File: src/rtl/srp16_boot_loader.sv
// Framed byte-stream loader: writes payload into program memory, releases the CPU on a verified checksum.
// Latency: one write per accepted payload byte, registered one cycle later; done/cpu_hold register on the CSUM edge.
// Backpressure: rx_ready is low only in DONE; memory is never allowed to stall the loader.
module srp16_boot_loader #(
    parameter logic [7:0]  SYNC_BYTE      = 8'hA5,
    parameter int unsigned TIMEOUT_CYCLES = 65535
) (
    input  logic        clk,
    input  logic        reset,
    input  logic [7:0]  rx_data,
    input  logic        rx_valid,
    output logic        rx_ready,
    output logic [15:0] mem_addr,
    output logic [7:0]  mem_wdata,
    output logic        mem_we,
    output logic        cpu_hold,
    output logic        done,
    output logic        error,
    output logic [1:0]  error_code
);
    typedef enum logic [3:0] {
        S_IDLE, S_ADDR_H, S_ADDR_L, S_LEN_H, S_LEN_L, S_DATA, S_CSUM, S_DONE, S_ERROR
    } state_t;

    localparam logic [19:0] TO_LAST = 20'(TIMEOUT_CYCLES - 1);

    state_t      state, state_nxt;
    logic [15:0] addr;
    logic [15:0] remaining;
    logic [7:0]  len_h;
    logic [7:0]  sum;
    logic [7:0]  sum_fin;
    logic [15:0] len_full;
    logic [19:0] idle_cnt;
    logic        accept;
    logic        in_frame;
    logic        timeout;
    logic        is_sync;

    assign rx_ready = (state != S_DONE);
    assign done     = (state == S_DONE);
    assign cpu_hold = (state != S_DONE);
    assign error    = (state == S_ERROR);
    assign accept   = rx_valid && rx_ready;
    assign is_sync  = (rx_data == SYNC_BYTE);
    assign sum_fin  = sum + rx_data;
    assign len_full = {len_h, rx_data};
    assign in_frame = (state == S_ADDR_H) || (state == S_ADDR_L) || (state == S_LEN_H) ||
                      (state == S_LEN_L)  || (state == S_DATA)   || (state == S_CSUM);
    // An accepted byte on the expiry edge wins over the timeout.
    assign timeout  = in_frame && !accept && (idle_cnt == TO_LAST);

    always_ff @(posedge clk or negedge reset) begin
        if (!reset) state <= S_IDLE;
        else        state <= state_nxt;
    end

    always_comb begin
        state_nxt = state;
        if (timeout) begin
            state_nxt = S_ERROR;
        end else if (accept) begin
            case (state)
                S_IDLE, S_ERROR: if (is_sync) state_nxt = S_ADDR_H;
                S_ADDR_H: state_nxt = S_ADDR_L;
                S_ADDR_L: state_nxt = S_LEN_H;
                S_LEN_H:  state_nxt = S_LEN_L;
                S_LEN_L:  state_nxt = (len_full == 16'h0000) ? S_CSUM : S_DATA;
                S_DATA:   state_nxt = (remaining == 16'h0001) ? S_CSUM : S_DATA;
                S_CSUM:   state_nxt = (sum_fin == 8'h00) ? S_DONE : S_ERROR;
                default:  state_nxt = state;
            endcase
        end
    end

    always_ff @(posedge clk or negedge reset) begin
        if (!reset) begin
            addr       <= 16'h0000;
            remaining  <= 16'h0000;
            len_h      <= 8'h00;
            sum        <= 8'h00;
            idle_cnt   <= 20'd0;
            mem_addr   <= 16'h0000;
            mem_wdata  <= 8'h00;
            mem_we     <= 1'b0;
            error_code <= 2'b00;
        end else begin
            mem_we <= 1'b0;
            if (!in_frame || accept) idle_cnt <= 20'd0;
            else                     idle_cnt <= idle_cnt + 20'd1;

            if (timeout) begin
                error_code <= 2'b10;
            end else if (accept) begin
                case (state)
                    S_IDLE, S_ERROR: begin
                        if (is_sync) begin
                            sum        <= 8'h00;
                            error_code <= 2'b00;
                        end
                    end
                    S_ADDR_H: addr[15:8] <= rx_data;
                    S_ADDR_L: addr[7:0]  <= rx_data;
                    S_LEN_H:  len_h      <= rx_data;
                    S_LEN_L:  remaining  <= len_full;
                    S_DATA: begin
                        mem_we    <= 1'b1;
                        mem_addr  <= addr;
                        mem_wdata <= rx_data;
                        addr      <= addr + 16'h0001;
                        remaining <= remaining - 16'h0001;
                        sum       <= sum_fin;
                    end
                    S_CSUM: if (sum_fin != 8'h00) error_code <= 2'b01;
                    default: ;
                endcase
            end
        end
    end
endmodule
File: config.mk
export PLATFORM = sky130hd
export DESIGN_NAME = srp16_boot_loader
export DESIGN_NICKNAME = d
export VERILOG_FILES = /design/src/rtl/srp16_boot_loader.sv
export SDC_FILE = /design/constraint.sdc
export NUM_CORES = 1
export LEC_CHECK = 0
export CORE_ASPECT_RATIO = 0.8
export CORE_UTILIZATION = 61
export CTS_BUF_LIST = sky130_fd_sc_hd__clkbuf_4 sky130_fd_sc_hd__clkbuf_8
export DETAILED_ROUTE_END_ITERATION = 8
export PLACE_DENSITY = 0.83
export REMOVE_ABC_BUFFERS = 1
export SLEW_MARGIN = 15
export SYNTH_ARGS = -nofsm -noshare
export SYNTH_HDL_FRONTEND = slang
export SYNTH_SLANG_ARGS = --single-unit
File: constraint.sdc
create_clock -name clk -period 3.9 [get_ports clk]
set_input_delay 0.585 -clock clk [delete_from_list [all_inputs] [get_ports clk]]
set_output_delay 0.585 -clock clk [all_outputs]
set_load 0.02 [all_outputs]
After elaboration in Yosys (flattened, before gate mapping)
Cells that the tools add are included.
{"block": "totals", "reg_bits": 99, "in_bits": 11, "out_inout_bits": 31, "elab_cells": 83}
{"block": "op_classes", "addsub": 4, "eq_ne": 15, "muxes": 21, "n_bitwise": 1, "reduce_logical": 31}
{"operator": "case mux 8 bit (2 select lines)", "n": 3}
{"operator": "case mux 16 bit (2 select lines)", "n": 1}
{"operator": "case mux 4 bit (7 select lines)", "n": 1}
{"operator": "adder 20 x 1 -> 20 bit (second input constant)", "n": 1}
{"operator": "equality test 20 x 16 -> 1 bit (second input constant)", "n": 1}
{"operator": "two-way mux 20 bit", "n": 1}
{"operator": "AND reduction 3 bit", "n": 6}
{"operator": "adder 16 x 1 -> 16 bit (second input constant)", "n": 1}
{"operator": "equality test 16 x 1 -> 1 bit (second input constant)", "n": 1}
{"operator": "equality test 4 x 3 -> 1 bit (second input constant)", "n": 4}
{"operator": "logical NOT 16 bit", "n": 1}
{"operator": "two-way mux 4 bit", "n": 4}
{"operator": "nonzero test 8 bit", "n": 2}
{"operator": "subtractor 16 x 1 -> 16 bit (second input constant)", "n": 1}
{"operator": "two-way mux 2 bit", "n": 6}
{"operator": "nonzero test 2 bit", "n": 5}
{"operator": "adder 8 bit", "n": 1}
{"operator": "equality test 4 x 2 -> 1 bit (second input constant)", "n": 2}
{"operator": "equality test 8 bit (second input constant)", "n": 1}
{"operator": "logical NOT 8 bit", "n": 1}
{"operator": "two-way mux 8 bit", "n": 1}
{"operator": "AND reduction 4 bit", "n": 2}
{"operator": "logical OR 1 bit", "n": 6}
{"operator": "equality test 4 x 1 -> 1 bit (second input constant)", "n": 1}
{"operator": "other kinds (13)", "n": 18}

Logic depth before layout (Yosys ltp)
Gate-level depths: netlist of run 1.
{"block": "logic_depth", "ltp_word": 10, "ltp_mapped": 9, "mapped_depth_nobuf": 8}

Worst setup path after synthesis of run 1
No wires, ideal clock.
{"block": "synth_timing", "kind": "input -> register", "start": "input rx_data[0]", "end": "register state[2]", "setup_ps": 80, "arrival_ps": 2566, "slack_ps": 1254, "path_stages": 8, "n_path_buf": 0, "cell_sequence": "ha_1 fa_1 a211oi_2 o21bai_1 a221o_1 a2111oi_4 nor3_1 nor3b_2"}
{"block": "synth_via", "elab_chain_len": 6}
{"element": "from (decl)", "line": "10", "source": "input logic [7:0] rx_data,"}
{"element": "adder 8 bit", "line": "46", "source": "assign sum_fin = sum + rx_data;"}
{"element": "logical NOT 8 bit", "line": "70", "source": "S_CSUM: state_nxt = (sum_fin == 8'h00) ? S_DONE : S_ERROR;"}
{"element": "two-way mux 4 bit", "line": "70"}
{"element": "case mux 4 bit (7 select lines)", "line": "63", "source": "case (state)"}
{"element": "two-way mux 4 bit", "line": "62", "source": "end else if (accept) begin"}
{"element": "two-way mux 4 bit", "line": "60", "source": "if (timeout) begin"}
{"element": "to (signal assigned)", "line": "55", "source": "else state <= state_nxt;"}
{"element": "to (decl)", "line": "27", "source": "state_t state, state_nxt;"}
Parallel ways exist; a longest one is shown, timed or not. The select of a mux whose other input is x is not followed.
A chain may end at the register's enable or synchronous reset.

Worst setup path after layout of run 1
{"block": "layout_timing", "start": "input rx_data[0]", "end": "register state[1]"}
The elaborated chain is that of the path after synthesis.

==> flow_metrics.py, run 1 <==
metrics = {
    "clock_network": {
        "clock_path_buffers": 2,
        "numClockSinks": 99,
        "post-cts-setup-buffers": 0,
        "cts-htree-levels": 3,
        "clk-insertion-delay-late_ns": 0.37,
        "holdBufCountCts": 0,
        "cts-root-buf": "clkbuf_8",
        "cts_resized": 0,
        "cts.clk_slew.worst_paths_ns": 0.10,
        "cts_buffers": 9,
        "cts_tree": "done",
    },
    "layout": {
        "drive_gt1_frac": 0.1269,
        "area_delta_synth_final_pct": 13.39,
        "layout_common_cells": "99 x dfrtp_1, 67 x nor2_1, 49 x nand2_1",
        "fin_nets": 611,
        "multi_input_area_sq_mm": 0.002735,
        "final_cells": 703,
        "layout_commonest_cell": "dfrtp_1",
        "n_antenna_cell": 0,
        "fillers": 661,
        "register_area_sq_mm": 0.002477,
    },
    "timing": {
        "maxSlewHeadroom": 0.3149,
        "finalHoldViolCount": 0,
        "maxSlewViolCount": 0,
        "fin_skew_ns": 0.01147,
        "fin_tns_setup_ns": 0,
        "rsz0062_at_grt": "no",
        "setup_viol": 0,
        "fin_crit_ns": 3.191,
        "fin_crit_sh": 0.8181,
        "fmax_ghz": 0.3134,
        "worst_slew_pin_slew_ns": 1.028,
    },
    "logic_synthesis": {
        "syn_avg_cell_area_sq_um": 9.682,
        "synth_top_family_by_area": "simple AND/OR/NAND/NOR gates",
        "synth-seq-cells": 99,
        "synth_area_leaders": "dfrtp_1 46%, mux2_2 5.9%, nor2_1 4.7%",
        "synth_simple_gate_area_frac": 0.1979,
        "synth.largest_area_cell": "dfrtp_1",
        "synth-compound-area-share": 0.1795,
        "synth_cell_types": 70,
        "synth_top_area_frac": 0.4627,
        "postSynthCellCount": 553,
        "yosys.area_share.adder": 0.03178,
        "synth_xor_area_frac": 0.03272,
        "synth_mux_area_frac": 0.06894,
        "ys_seq_area_frac": 0.4627,
        "async_reset_ff_frac": 1.000,
        "ys.flop_type": "dfrtp_1",
        "synth_edf_count": 0,
        "mappedNetlistArea_sq_mm": 0.005354,
        "synth_warnings": 0,
    },
    "setup_path": {
        "cp.arrival_ns": 3.49,
        "cp-start-kind": "input port",
        "worstSetupPathType": "in -> reg",
        "critPathRequiredTime_ns": 4.20,
        "worstPathMaxFanout": 7,
        "worstSetupEndpointType": "flip-flop",
    },
    "hold_path": {
        "hold_class": "in -> async",
    },
    "detailed_routing": {
        "wl_mm": 12.63,
        "ant_nets": 0,
        "drtIter0Drc": 303,
        "drc": 0,
        "wl_per_cell_um": 17.96,
        "via_per_inst": 6.343,
        "firstDrtPassIters": 5,
        "dr_total_vias": 4459,
    },
    "flow_run": {
        "drv_cap": 0,
    },
    "floorplan": {
        "start_util": 0.6311,
        "die_area_sq_mm": 0.009158,
        "io_pins": 42,
        "rows": 30,
        "coreArea_sq_mm": 0.008483,
        "die_x_um": 106.7,
        "die_y_um": 85.80,
    },
    "run_status": {
        "outcome": "finished clean",
    },
    "grt": {
        "antenna_found_initial": 0,
        "grt_pass1_vias": 4254,
        "grt.total_usage": 0.2935,
        "gr-total-overflow": 0,
        "grt_first_pass_wirelength_mm": 20.85,
        "grt_start_max_net_pins": 82,
    },
    "pwr": {
        "ir_drop_mv": 0.5184,
        "leakage_nw": 2.504,
        "power_density_mw_per_mm2": 806.1,
    },
    "placed_design": {
        "gp_congestion": 0.8744,
        "dp_cells": 688,
        "port_buffers": 41,
        "dp_hpwl_mm": 8.669,
    },
}
registers in the layout, summed over array words and instances (netlist names):
register / cells
addr: 16
error_code: 2
idle_cnt: 20
len_h: 8
mem_addr: 16
mem_wdata: 8
mem_we: 1
remaining: 16
state: 4
sum: 8
power breakdown:
group / switching (W) / internal, W / total [W]
sequential: 0.000427 / 0.00143 / 0.00186
combinational: 0.00129 / 0.00103 / 0.00232
clock: 0.000359 / 0.000359 / 0.000718
total: 0.00208 / 0.00282 / 0.00489
final timing paths:
| kind | start | to | slack, ns | cells after the start |
|---|---|---|---|---|
| max | rx_data[0] | state[1] | 0.71 | 9 |
| min in group clk | mem_addr[15] | mem_addr[15] | 0.48 | 2 |
| min reg2reg | mem_addr[15] | mem_addr[15] | 0.48 | 2 |
| max reg2reg | sum[0] | state[1] | 1.16 | 8 |
| max in group asynchronous | reset | addr[1] | 2.68 | 2 |
| min | reset | idle_cnt[6] | 0.38 | 1 |
routing by layer:
metal | wire, um | vias up | global-route usage
met4 | 374 | 0 | 0.1333
met1 | 5589 | 2163 | 0.4074
met3 | 926 | 31 | 0.06991
li1 | - | 2074 | -
met5 | 0 | - | 0
met2 | 5736 | 191 | 0.4399
cell usage after synthesis (4+ instances only):
library cell / instances
clkbuf_1: 21
o21ai_0: 36
nor4_1: 7
and2_1: 5
nor3_1: 14
nor2b_1: 6
nor2_1: 67
o31a_1: 4
mux2_2: 28
nand2b_1: 6
o21ai_1: 4
dfrtp_1: 99
and4_1: 4
o21a_1: 4
inv_1: 7
a31oi_1: 9
xnor2_1: 9
ha_1: 12
a21oi_1: 34
buf_2: 5
xor2_1: 11
o22a_1: 4
nand4_1: 6
o22ai_1: 4
a22o_1: 7
nand2_1: 49
and3_1: 8
nand3_1: 15
final cells by class:
type,instances,share of cell area
multi-input cells,419,0.4505
flip-flops and latches,99,0.4081
repair buffers,50,0.07832
well taps,112,0.02308
clock buffers,9,0.02040
clock inverters,6,0.01463
inverters,8,0.004946
logic make-up after synthesis:
kind of cell | count (synthesis)
compound gates | 143
xor+xnor | 20
fa+ha+maj | 13
buf+inv | 35
flops | 99
mux | 33
simple gates | 210
metrics by stage:
stage               hold WS, ns  power, W  setup slack (ns)  instance area, sq um    util
floorplan                0.2894  0.003319            0.7552                  5243       -
global placement         0.4688  0.004037            0.5147                  5858  0.6906
detailed placement       0.4663  0.004148            0.4165                  5858  0.6906
CTS                      0.4241  0.004883            0.7759                  6071  0.7156
global route             0.4473  0.005225            0.6371                  6071  0.7156
finish                   0.3809  0.004894            0.7092                  6071  0.7156
critical path: stages:
cell             delay, ns
clkdlybuf4s50_1       0.54
ha_1                  0.30
fa_1                  0.43
a211oi_2              0.30
o21bai_1              0.15
a221o_1               0.43
a2111oi_4             0.48
o211ai_1              0.18
o21ai_2               0.09
Power figures use the tool's default switching activity.
==> run 2, diff against run 1 <==
Settings changed: CORE_UTILIZATION 61 to 55, PLACE_DENSITY 0.83 to 0.79.
Clock period 3.9 ns to 2.75 ns, I/O delays scaled along.
==> run 2 against run 1 <==
The run now ends with DRC left. Hold slack lost 0.35 ns. Sequential power grew 41%. Non-clock buffer count grew 24. Global-route usage down 2.3 points. Largest power group unchanged.
==> flow_metrics.py, run 2 (synthesis results as in run 1) <==
metrics = {
    "placed_design": {
        "dp_worst_setup_slack_ns": -0.3848,
        "gp_congestion": 0.8843,
        "port_buffers": 41,
        "dp_hpwl_mm": 9.109,
        "dp_cells": 712,
    },
    "setup_path": {
        "worstSetupEndpointType": "flip-flop",
        "cp-start-kind": "input port",
        "critPathRequiredTime_ns": 3.02,
        "critPathBufInv": 3,
        "critical_path.cell_chain": "clkdlybuf4s50_1 -> ha_1 -> a211oi_2 -> buf_4 -> or2_1 -> a221o_1 -> buf_4 -> o311a_1 -> o21a_1",
        "cpPeakStageDelay_ns": 0.45,
        "worstSetupPathType": "in -> reg",
        "cp_top_family": "compound AO/OA/AOI/OAI gates",
        "cpMostUsedCell": "buf_4",
        "worstPathMaxFanout": 4,
        "cp_slowest_cell": "clkdlybuf4s50_1",
        "cp.arrival_ns": 2.92,
    },
    "grt": {
        "grt.total_usage": 0.2707,
        "grt_first_pass_wirelength_mm": 21.81,
        "gr-total-overflow": 0,
        "grt_start_max_net_pins": 48,
        "antenna_found_initial": 0,
        "grt_pass1_vias": 4471,
    },
    "timing": {
        "maxSlewHeadroom": 0.5436,
        "fin_crit_sh": 0.9646,
        "fin_skew_ns": 0.01264,
        "maxSlewViolCount": 0,
        "finalHoldViolCount": 0,
        "fmax_ghz": 0.3770,
        "fin_crit_ns": 2.653,
        "setup_viol": 0,
        "fin_ws_ns": 0.09721,
        "rsz0062_at_grt": "no",
        "worst_slew_pin_slew_ns": 0.6801,
    },
    "layout": {
        "area_delta_synth_final_pct": 16.90,
        "register_area_sq_mm": 0.002477,
        "fillers": 712,
        "fin_nets": 635,
        "n_antenna_cell": 0,
        "final_cells": 731,
        "multi_input_area_sq_mm": 0.002745,
        "drive_gt1_frac": 0.1672,
        "layout_common_cells": "99 x dfrtp_1, 67 x nor2_1, 49 x nand2_1",
        "layout_commonest_cell": "dfrtp_1",
        "largest_reg_flops": 20,
        "top_register": "idle_cnt",
    },
    "pwr": {
        "pwr-share-seq": 0.375,
        "p_sw_w": 0.003002,
        "power_density_mw_per_mm2": 1116,
        "internal-power_w": 0.003981,
        "ir_drop_mv": 0.6557,
        "leakage_nw": 2.630,
        "power_frac_clock": 0.132,
        "share_comb_of_total_power": 0.492,
        "p_sw_frac": 0.4299,
    },
    "detailed_routing": {
        "via_per_inst": 6.159,
        "wl_mm": 12.71,
        "drtIter0Drc": 374,
        "ant_nets": 0,
        "wl_per_cell_um": 17.38,
        "drc": 1,
        "firstDrtPassIters": 7,
        "dr_total_vias": 4502,
    },
    "clock_network": {
        "cts.clk_slew.worst_paths_ns": 0.11,
        "cts-htree-levels": 3,
        "cts_tree": "done",
        "holdBufCountCts": 0,
        "cts-root-buf": "clkbuf_8",
        "numClockSinks": 99,
        "clk-insertion-delay-late_ns": 0.38,
        "clock_path_buffers": 2,
        "cts_buffers": 9,
    },
    "floorplan": {
        "coreArea_sq_mm": 0.009231,
        "start_util": 0.5800,
        "io_pins": 42,
        "die_area_sq_mm": 0.01014,
        "die_x_um": 112.3,
        "rows": 31,
        "die_y_um": 90.25,
    },
    "run_status": {
        "violations": "DRC",
        "outcome": "finished with violations",
    },
    "hold_path": {
        "hold_class": "in -> async",
    },
    "flow_run": {
        "drv_cap": 0,
    },
}
==> run 2: repair_timing <==
| action | 4_1_cts | 5_1_grt |
|---|---|---|
| buffers inserted | 1 | 2 |
| endpoints found under the hold margin | 0 | 0 |
| endpoints found under the setup margin | 1 | 6 |
| resized for setup | 1 | 3 |
| pin swaps | 3 | 3 |
==> run 2: cell type report <==
| cell class | instances | share of cell area |
|---|---|---|
| multi-input cells | 419 | 0.4386 |
| flip-flops and latches | 99 | 0.3958 |
| repair buffers | 74 | 0.1072 |
| well taps | 115 | 0.02299 |
| clock buffers | 10 | 0.02199 |
| clock inverters | 6 | 0.008597 |
| inverters | 8 | 0.004798 |
==> run 2: metrics by stage <==
stage	util	power (W)	TNS (ns)	hold slack (ns)	area (sq um)
2_1_floorplan	-	0.004707	-11.06	0.1169	5243
3_3_place_gp	0.6534	0.005875	-1.841	0.4548	6032
3_5_place_dp	0.6534	0.006014	-2.046	0.4646	6032
4_1_cts	0.6753	0.006972	0	0.04767	6233
5_1_grt	0.6780	0.007472	0	0.07280	6259
6_report	0.6780	0.006983	0	0.03255	6259
==> run 2: metal layers <==
layer | global-route usage | share of wire
met1 | 0.3725 | 0.47
met3 | 0.06001 | 0.058
met4 | 0.08444 | 0.012
met2 | 0.4275 | 0.46
met5 | 0 | 0
==> run 2: path summary, 6_finish.rpt <==
check | startpoint | end | slack (ns) | cells past startpoint
setup / recovery | rx_data[2] | error_code[0] | 0.1 | 9
hold / removal | reset | mem_addr[1] | 0.03 | 1
setup reg to reg | sum[0] | error_code[0] | 0.13 | 9
hold reg to reg | idle_cnt[0] | idle_cnt[0] | 0.49 | 1
max in group asynchronous | reset | sum[1] | 2.06 | 2
min in group clk | idle_cnt[0] | idle_cnt[0] | 0.49 | 1
==> run 2: power by group through the flow <==
stage | sequential, W | combinational, W | clock, W
finish | 0.00262 | 0.00344 | 0.000922
global route | 0.00272 | 0.00376 | 0.000995
CTS | 0.00261 | 0.00342 | 0.000943
detailed placement | 0.00263 | 0.00339 | 0
global placement | 0.00259 | 0.00329 | 0
floorplan | 0.00271 | 0.00200 | 0
